$ cat src/rtl/ex_muldiv.sv
// EX-stage iterative multiply/divide: 32-step shift-add multiply and restoring divide.
// Define MULDIV_FAST_MULT_EN to replace the multiply iteration with a single-cycle 32x32 multiplier.
module ex_muldiv #(
  parameter logic [7:0] OP_MULT  = 8'b00011000,
  parameter logic [7:0] OP_MULTU = 8'b00011001,
  parameter logic [7:0] OP_DIV   = 8'b00011010,
  parameter logic [7:0] OP_DIVU  = 8'b00011011
) (
  input  logic        clk,
  input  logic        rst,
  input  logic [7:0]  ex_aluop,
  input  logic [31:0] ex_opv1,
  input  logic [31:0] ex_opv2,
  input  logic        annul,
  output logic        stall_req,
  output logic        hilo_we,
  output logic [31:0] hi_o,
  output logic [31:0] lo_o,
  output logic        div_by_zero
);

  localparam logic [1:0] S_IDLE = 2'd0;
  localparam logic [1:0] S_RUN  = 2'd1;
  localparam logic [1:0] S_DONE = 2'd2;

  logic [1:0]  state_q, state_d;
  logic [5:0]  cnt_q, cnt_d;
  logic [31:0] opb_q, opb_d;
  logic [31:0] acc_hi_q, acc_hi_d, acc_lo_q, acc_lo_d;
  logic        is_div_q, is_div_d, neg_res_q, neg_res_d, neg_rem_q, neg_rem_d;
  logic [31:0] hi_q, hi_d, lo_q, lo_d;
  logic        dbz_q, dbz_d;

  logic        is_md, op_div, op_signed, start;
  logic [31:0] abs1, abs2;

  assign op_div    = (ex_aluop == OP_DIV) || (ex_aluop == OP_DIVU);
  assign op_signed = (ex_aluop == OP_MULT) || (ex_aluop == OP_DIV);
  assign is_md     = op_div || (ex_aluop == OP_MULT) || (ex_aluop == OP_MULTU);
  // rst term keeps stall_req low while reset is held, even with a muldiv op presented
  assign start     = rst && (state_q == S_IDLE) && is_md && !annul;
  assign abs1      = (op_signed && ex_opv1[31]) ? -ex_opv1 : ex_opv1;
  assign abs2      = (op_signed && ex_opv2[31]) ? -ex_opv2 : ex_opv2;

`ifdef MULDIV_FAST_MULT_EN
  logic [63:0] fast_prod;
  assign fast_prod = {{32{op_signed & ex_opv1[31]}}, ex_opv1} *
                     {{32{op_signed & ex_opv2[31]}}, ex_opv2};
`endif

  logic [32:0] mul_sum, div_shift, div_diff;
  logic [31:0] step_hi, step_lo, fix_hi, fix_lo;
  logic [63:0] prod_mag, prod_fix;

  always_comb begin
    mul_sum   = {1'b0, acc_hi_q} + (acc_lo_q[0] ? {1'b0, opb_q} : 33'd0);
    div_shift = {acc_hi_q, acc_lo_q[31]};
    div_diff  = div_shift - {1'b0, opb_q};
    if (is_div_q) begin
      // no borrow means the shifted partial remainder is >= divisor
      if (!div_diff[32]) begin
        step_hi = div_diff[31:0];
        step_lo = {acc_lo_q[30:0], 1'b1};
      end else begin
        step_hi = div_shift[31:0];
        step_lo = {acc_lo_q[30:0], 1'b0};
      end
    end else begin
      step_hi = mul_sum[32:1];
      step_lo = {mul_sum[0], acc_lo_q[31:1]};
    end
    prod_mag = {step_hi, step_lo};
    prod_fix = neg_res_q ? -prod_mag : prod_mag;
    if (is_div_q) begin
      fix_hi = neg_rem_q ? -step_hi : step_hi;
      fix_lo = neg_res_q ? -step_lo : step_lo;
    end else begin
      fix_hi = prod_fix[63:32];
      fix_lo = prod_fix[31:0];
    end
  end

  always_comb begin
    state_d   = state_q;
    cnt_d     = cnt_q;
    opb_d     = opb_q;
    acc_hi_d  = acc_hi_q;
    acc_lo_d  = acc_lo_q;
    is_div_d  = is_div_q;
    neg_res_d = neg_res_q;
    neg_rem_d = neg_rem_q;
    hi_d      = hi_q;
    lo_d      = lo_q;
    dbz_d     = 1'b0;
    case (state_q)
      S_IDLE: begin
        if (start) begin
          is_div_d  = op_div;
          neg_res_d = op_signed & (ex_opv1[31] ^ ex_opv2[31]);
          neg_rem_d = op_signed & op_div & ex_opv1[31];
          cnt_d     = 6'd0;
          acc_hi_d  = 32'd0;
          if (op_div) begin
            opb_d    = abs2;
            acc_lo_d = abs1;
            if (ex_opv2 == 32'd0) begin
              hi_d    = ex_opv1;
              lo_d    = 32'hFFFF_FFFF;
              dbz_d   = 1'b1;
              state_d = S_DONE;
            end else begin
              state_d = S_RUN;
            end
          end else begin
            opb_d    = abs1;
            acc_lo_d = abs2;
`ifdef MULDIV_FAST_MULT_EN
            hi_d     = fast_prod[63:32];
            lo_d     = fast_prod[31:0];
            state_d  = S_DONE;
`else
            state_d  = S_RUN;
`endif
          end
        end
      end
      S_RUN: begin
        if (annul) begin
          state_d = S_IDLE;
        end else begin
          acc_hi_d = step_hi;
          acc_lo_d = step_lo;
          cnt_d    = cnt_q + 6'd1;
          if (cnt_q == 6'd31) begin
            hi_d    = fix_hi;
            lo_d    = fix_lo;
            cnt_d   = 6'd0;
            state_d = S_DONE;
          end
        end
      end
      S_DONE:  state_d = S_IDLE;
      default: state_d = S_IDLE;
    endcase
  end

  always_ff @(posedge clk or negedge rst) begin
    if (!rst) begin
      state_q   <= S_IDLE;
      cnt_q     <= 6'd0;
      opb_q     <= 32'd0;
      acc_hi_q  <= 32'd0;
      acc_lo_q  <= 32'd0;
      is_div_q  <= 1'b0;
      neg_res_q <= 1'b0;
      neg_rem_q <= 1'b0;
      hi_q      <= 32'd0;
      lo_q      <= 32'd0;
      dbz_q     <= 1'b0;
    end else begin
      state_q   <= state_d;
      cnt_q     <= cnt_d;
      opb_q     <= opb_d;
      acc_hi_q  <= acc_hi_d;
      acc_lo_q  <= acc_lo_d;
      is_div_q  <= is_div_d;
      neg_res_q <= neg_res_d;
      neg_rem_q <= neg_rem_d;
      hi_q      <= hi_d;
      lo_q      <= lo_d;
      dbz_q     <= dbz_d;
    end
  end

  assign stall_req   = start || ((state_q == S_RUN) && !annul);
  assign hilo_we     = (state_q == S_DONE) && !annul;
  assign hi_o        = hi_q;
  assign lo_o        = lo_q;
  assign div_by_zero = dbz_q;

endmodule

$ cat config.mk
export PLATFORM = sky130hd
export DESIGN_NAME = ex_muldiv
export DESIGN_NICKNAME = d
export VERILOG_FILES = /design/src/rtl/ex_muldiv.sv
export SDC_FILE = /design/constraint.sdc
export NUM_CORES = 1
export LEC_CHECK = 0
export ABC_AREA = 1
export ABC_CLOCK_PERIOD_IN_PS = 4800
export BUFFER_PORTS_ARGS = -buffer_cell sky130_fd_sc_hd__buf_2
export CORE_ASPECT_RATIO = 1.5
export CORE_MARGIN = 3
export CORE_UTILIZATION = 35
export CTS_CLUSTER_SIZE = 30
export DETAILED_ROUTE_END_ITERATION = 7
export GPL_TIMING_DRIVEN = 0
export HOLD_SLACK_MARGIN = 0.06
export PLACE_DENSITY_LB_ADDON = 0.12
export SLEW_MARGIN = 15
export SYNTH_ARGS = -nofsm -noshare
export SYNTH_HDL_FRONTEND = slang
export SYNTH_SLANG_ARGS = --single-unit
export TNS_END_PERCENT = 5
$ cat constraint.sdc
create_clock -name clk -period 4.8 [get_ports clk]
set_clock_uncertainty 0.1 [all_clocks]
set_input_delay 0.24 -clock clk [delete_from_list [all_inputs] [get_ports clk]]
set_output_delay 0.24 -clock clk [all_outputs]
set_load 0.01 [all_outputs]
==> impl_results.md, run 1 <==
- Post-Syn Area: about 18000 um2
- DP Area: between 15000 and 20000 um2
- Most frequent cell after synthesis: nand2_1
- Port buffer count: between 100 and 150
- Synth warn: 0
- Final worst path period share: 0.971
- Post-synth EDFFs: 0
- Multi-input logic area: about 12000 um2
- VDD IR-drop max: 0.356 mV
- CTS Root Cell: clkbuf_16
- Startpoint Class: flip-flop
- Num CTS Buffers: 17
- Top FF cell, synth: dfrtp_1
- Fin worst setup slack: approximately 0.14 ns
- Post-synth ARST share: 1.00
- Vias in the first global route: around 21k
- Gpl congestion: roughly 1.0
- DRC viols: 0
- Via density: between 5 and 6
- Met3 GRT Util: 0.0471
- Seq/Total Area, Yosys: 0.241
- Outcome: finished clean
- 1st-iter DRT viols: around 2k
- GRT Residual Overflow: 0
- Yosys reg bits: roughly 170
- Yosys cell types: 59
- Critical path peak fanout: 6
- Syn avg cell area: between 5 and 6 um2
- Final nets: about 3.3k
- Worst path bufs/invs: 2
- Chip Height: 283 um
- CTS tree: built
- Synth top area share: 0.241
- ANT nets after route: 0
- Final WL: 101000 um
- Largest net degree at the start of global routing: 70
- Starting Density: 0.357
- Overall Power: around 9700 uW
- Clk buf depth: 2
- Delay-heaviest family, CP: simple AND/OR/NAND/NOR gates
- Cell Rows: 100
- Fmax: roughly 210 MHz
- Crit Path Class: flip-flop to flip-flop
- I/O pin cnt: 142
- Pwr/cell area: between 400 and 500 nW/um2
- Htree depth: 4
- Sink Count: 172
- Area grow syn2layout: 15.6%
- Die width: between 150 and 200 um
- Post-layout min period: 4.66 ns
- Die area: about 54000 um2
- Pins Over Slew Limit: 0
- Synthesized instance count: between 3k and 4k
- Max transition margin: 0.202
- Initial antenna violation count: 2
- Hold Worst Slack: 0.0809 ns
- Most frequent cells after synthesis: 979 x nand2_1, 425 x inv_1, 303 x nor2_1
- Busiest grt layer: met2
- Max Cap Viol: 0
- Most used cell, CP: nand2_1
- Total GRT Usage: 0.370
- Fin area: 20700 um2
- CP max-delay cell: dfrtp_1
- Met2 Use GR: 0.664
- Clk_lat worst skew: between 0.4 and 0.5 ns
- Register Area: 4320 um2
- Ranking of synthesized cells by area: dfrtp_1 24%, nand2_1 21%, inv_1 8.9%
- Hold Crit Class: input pin to flip-flop
- Post-DP HPWL: 85100 um
- Yosys top cell by area: dfrtp_1
- Critical Path End Type: flip-flop
- M1 GR Usage: 0.375
- Initial DRT Pass Iterations: 6
- Post-placement setup slack: -1.56 ns
- Endpoints failing setup: 0
- Crit path arrival time: 4.93 ns
- Via count: ~22k
- Layout cells sized above 1: 0.121
- Worst path required time: between 5 and 6 ns
- P_leak: 0.0111 uW
- Syn Nets: 3169
- CP max stage delay: around 0.52 ns
- Fill count: around 5.6k
- First-pass GRT wire length: roughly 140000 um
- Fin. Hold Viols: 0
- WL/cell: between 20 and 30 um
- Slew @ Worst Pin: 1.18 ns
- Core Box Area: 50000 um2
- Clock transition at path regs: roughly 0.08 ns
final timing paths:
path / slack, ns / cells after the start / to / startpoint
max: 0.14 / 32 / hi_o[28]$_DFFE_PN0P_ / acc_hi_q[24]$_DFFE_PN0P_
min: 0.08 / 5 / hi_o[28]$_DFFE_PN0P_ / ex_opv1[28]
max reg2reg: 0.14 / 32 / hi_o[28]$_DFFE_PN0P_ / acc_hi_q[24]$_DFFE_PN0P_
min reg2reg: 0.38 / 2 / hi_o[12]$_DFFE_PN0P_ / hi_o[12]$_DFFE_PN0P_
max in group asynchronous: 3.38 / 4 / opb_q[11]$_DFFE_PN0P_ / rst
min in group asynchronous: 0.13 / 2 / lo_o[28]$_DFFE_PN0P_ / rst
state kept, by name, indices dropped and copies added (netlist names):
register	flops
state_q	2
neg_res_q	1
acc_lo_q	32
lo_o	32
opb_q	32
neg_rem_q	1
hi_o	32
cnt_q	6
acc_hi_q	32
is_div_q	1
div_by_zero	1
tightest hold or removal path, delay by kind of cell:
kind	cells	cell delay, ns
AND/OR/NAND/NOR	2	0.11
buffers and inverters	2	0.20
AO/OA/AOI/OAI	1	0.07
area by class of cell:
cell class	count	area share
Multi-Input combinational cell	2313	0.573
Tap cell	663	0.0402
Clock buffer	17	0.0206
Inverter	438	0.0800
Buffer	99	0.0223
Sequential cell	172	0.209
Antenna cell	1	0.000121
Clock inverter	15	0.00957
Timing Repair Buffer	162	0.0450
metal layers:
metal | part of all wire | routed length, um
met3 | 0.054 | 5470
met4 | 0.11 | 11200
met1 | 0.34 | 34300
met5 | 0.00013 | 13
met2 | 0.49 | 49900
what timing repair did:
action	in CTS	in global routing
endpoints found under the setup margin	43	40
gates resized for setup	60	69
endpoints found under the hold margin	105	0
hold buffers	6	0
setup buffers	7	6
cloned	0	0
pin swaps	8	11
cells in the final DEF (no fill, tap or decap), types with 7 or more instances in the layout:
cell       instances
a21oi_1          141
a21oi_2            9
a22oi_1            7
a31oi_1            9
buf_1              8
buf_2            157
buf_4             21
clkbuf_1          59
clkbuf_16         17
dfrtp_1          162
dfrtp_2           10
ha_1              54
ha_2              12
inv_1            414
inv_2             19
nand2_1          966
nand2_2           29
nand3_1          210
nand3_2           11
nand3b_1          17
nand4_1           25
nor2_1           286
nor2_2            25
nor2_4             8
nor3_1            38
o211ai_1          24
o21a_1             7
o21ai_0          184
o21ai_1           20
o21ai_2            9
o221ai_1          14
o22ai_1           41
xnor2_1           20
xor2_1            69
cells by family (layout without fill, tap and decap cells):
group / Yosys count / in the layout / synth area share
other: 0 / 1 / 0
DFF: 172 / 172 / 0.241
and+or+nand+nor: 1651 / 1651 / 0.387
buffers and inverters: 538 / 731 / 0.118
AOI/OAI and AO/OA: 502 / 502 / 0.160
xor gates and xnor gates: 89 / 89 / 0.0436
adders and majority gates: 71 / 71 / 0.0506
stage by stage:
step            util  TNS (ns)  std cells
2_1_floorplan      -         0       3023
3_3_place_gp   0.388   -158.39       3827
3_5_place_dp   0.389    -28.87       3829
4_1_cts        0.408    -0.351       3874
5_1_grt        0.413   -0.0106       3879
6_report       0.413         0       3880
where the power goes:
group | switching [uW] | internal, uW | total (uW)
registers | 302 | 1660 | 1960
logic | 4530 | 1700 | 6240
clock network | 763 | 755 | 1520
total | 5600 | 4120 | 9720
Power figures use the tool's default switching activity.
==> run 2, diff against run 1 <==
--- a/config.mk
+++ b/config.mk
@@ -6,11 +6,11 @@
 export NUM_CORES = 1
 export LEC_CHECK = 0
 export ABC_AREA = 1
-export ABC_CLOCK_PERIOD_IN_PS = 4800
+export ABC_CLOCK_PERIOD_IN_PS = 5100
 export BUFFER_PORTS_ARGS = -buffer_cell sky130_fd_sc_hd__buf_2
 export CORE_ASPECT_RATIO = 1.5
 export CORE_MARGIN = 3
-export CORE_UTILIZATION = 35
+export CORE_UTILIZATION = 39
 export CTS_CLUSTER_SIZE = 30
 export DETAILED_ROUTE_END_ITERATION = 7
 export GPL_TIMING_DRIVEN = 0
==> constraint.sdc (replaced) <==
create_clock -name clk -period 5.1 [get_ports clk]
set_clock_uncertainty 0.1 [all_clocks]
set_input_delay 0.255 -clock clk [delete_from_list [all_inputs] [get_ports clk]]
set_output_delay 0.255 -clock clk [all_outputs]
set_load 0.01 [all_outputs]
==> impl_results.md, run 2 (synthesized netlist as in run 1, its figures left out) <==
- Port buffer count: 141 (unchanged)
- Critical path origin: acc_lo_q[31]$_DFFE_PN0P_
- Post-layout min period: 4.93 ns (+0.268 ns)
- Die width: 181 um (-5.1%)
- 1st-iter DRT viols: 2131 (+4.7%)
- Pins Over Slew Limit: 0 (unchanged)
- Largest net degree at the start of global routing: 67 (-4.3%)
- Final nets: 3339 (-0.30%)
- Slew @ Worst Pin: 1.23 ns (+0.0512 ns)
- Critical Path End Type: flip-flop
- Clk_lat worst skew: 0.48 ns (about the same)
- Fmax: 203 MHz (-5.4%)
- Chip Height: 268 um (-5.2%)
- Max Cap Viol: 0 (unchanged)
- Startpoint Class: flip-flop
- Layout cells sized above 1: 0.0973 (-0.0233)
- Core Box Area: 45000 um2 (-10%)
- Fill count: 4946 (-11%)
- Worst path required time: 5.38 ns (+0.31 ns)
- Cell Rows: 95 (-5.0%)
- Fin worst setup slack: 0.169 ns (+0.0320 ns)
- Post-placement setup slack: -1.36 ns (+0.195 ns)
- Fin util: 0.449 (+0.0362)
- Area grow syn2layout: 13.2%
- Clk buf depth: 2 (unchanged)
- Via density: 5.62 (+1.5%)
- Final worst path period share: 0.967 (-0.00460)
- Initial DRT Pass Iterations: 7 (+1)
- P_leak: 0.0110 uW (-0.50%)
- Endpoints failing setup: 0 (unchanged)
- Clock transition at path regs: 0.09 ns (about the same)
- Starting Density: 0.397 (+0.0396)
- Via count: 21.3k (-0.95%)
- Fin Setup TNS: 0 ns (unchanged)
- ANT nets after route: 0 (unchanged)
- CP max stage delay: 0.40 ns (-0.12 ns)
- Htree depth: 4 (unchanged)
- VDD IR-drop max: 0.302 mV (-15%)
- Outcome: finished clean
- Sink Count: 172 (unchanged)
- DRC viols: 0 (unchanged)
- Crit path arrival time: 5.21 ns (+0.28 ns)
- I/O pin cnt: 142 (unchanged)
- GRT Residual Overflow: 0 (unchanged)
- Critical path peak fanout: 6 (unchanged)
- Total GRT Usage: 0.375 (+0.00460)
- Pwr/cell area: 431 nW/um2 (-8.5%)
- CTS Root Cell: clkbuf_16
- Fin. Hold Viols: 0 (unchanged)
- Max transition margin: 0.178 (-0.0242)
- Die area: 48500 um2 (-10%)
- Crit Path Class: flip-flop to flip-flop
- Final WL: 93300 um (-7.4%)
- Num CTS Buffers: 17 (unchanged)
- Initial antenna violation count: 2 (unchanged)
- First-pass GRT wire length: 134000 um (-6.4%)
- Hold_sp: ex_opv1[29]
- N_diodes: 0 (-1)
- CTS tree: built
- CP max-delay cell: dfrtp_1
- Most common cell after layout, fill and taps aside: nand2_1
- WL/cell: 24.6 um (-5.2%)
- Gpl congestion: 1.09 (+5.4%)
- Commonest non-fill, non-tap cells in the layout: 975 x nand2_1, 422 x inv_1, 299 x nor2_1, 213 x nand3_1, 192 x o21ai_0
- Most used cell, CP: nand2_1
- Post-DP HPWL: 78200 um (-8.2%)
- Worst reg2reg path startpoint: acc_lo_q[31]$_DFFE_PN0P_
- Unrepaired setup endpoints after global routing: true
- Hold Crit Class: input pin to flip-flop
- Vias in the first global route: 20.9k (-0.92%)
-- run 2: metrics by stage --
stage                     hold WS (ns)  instance area [um2]  power [uW]  std cells
final                           0.0988                20200        8710       3788
after global routing             0.104                20200        9280       3788
after CTS                       0.0835                20100        8560       3785
after detailed placement        0.0929                19400        7090       3748
after global placement           0.361                19300        7060       3746
after floorplan                 -0.141                17900        5180       3023
-- run 2: layout make-up --
class,count,area (um2),share of cell area
multi-input combinational,2313,11600,0.575
sequential,172,4310,0.213
inverter,438,1650,0.0817
timing repair buffer,152,846,0.0418
tap,582,728,0.0360
buffer,99,454,0.0225
clock buffer,17,425,0.0210
clock inverter,15,186,0.00922
-- run 2: power breakdown --
group	switching (uW)	total, uW	internal (uW)	leakage (uW)
clock network	740	1410	673	0.000298
logic	3920	5460	1540	0.00858
registers	279	1840	1560	0.00214
-- run 2: worst max-delay path, delay by kind of cell, from the launching register on --
family                     cells  cell delay (ns)
buffers and inverters          4             0.35
DFF                            1             0.40
and+or+nand+nor               26             2.85
adders and majority gates      3             0.65
AOI/OAI and AO/OA              2             0.45
-- run 2: routing by layer --
| metal | GRT usage | up-vias | routed length, um |
|---|---|---|---|
| met5 | 0 | - | 31 |
| met4 | 0.348 | 4 | 10300 |
| li1 | - | 10000 | - |
| met2 | 0.662 | 1023 | 45600 |
| met3 | 0.0571 | 370 | 5710 |
| met1 | 0.377 | 9879 | 31700 |
-- run 2: repair_timing --
| item | in CTS | in global routing |
|---|---|---|
| pin swaps | 3 | 4 |
| hold buffers | 4 | 0 |
| setup endpoints to repair | 24 | 19 |
| setup buffers | 2 | 2 |
| resized for setup | 23 | 21 |
| endpoints found under the hold margin | 108 | 0 |
-- run 2: path summary, 6_finish.rpt --
kind / slack (ns) / cells past startpoint / to
max: 0.17 / 35 / hi_o[28]$_DFFE_PN0P_
min: 0.1 / 5 / hi_o[29]$_DFFE_PN0P_
max reg2reg: 0.17 / 35 / hi_o[28]$_DFFE_PN0P_
min reg2reg: 0.38 / 2 / hi_o[16]$_DFFE_PN0P_
max in group asynchronous: 3.68 / 4 / opb_q[4]$_DFFE_PN0P_
min in group asynchronous: 0.16 / 2 / cnt_q[1]$_DFFE_PN0P_
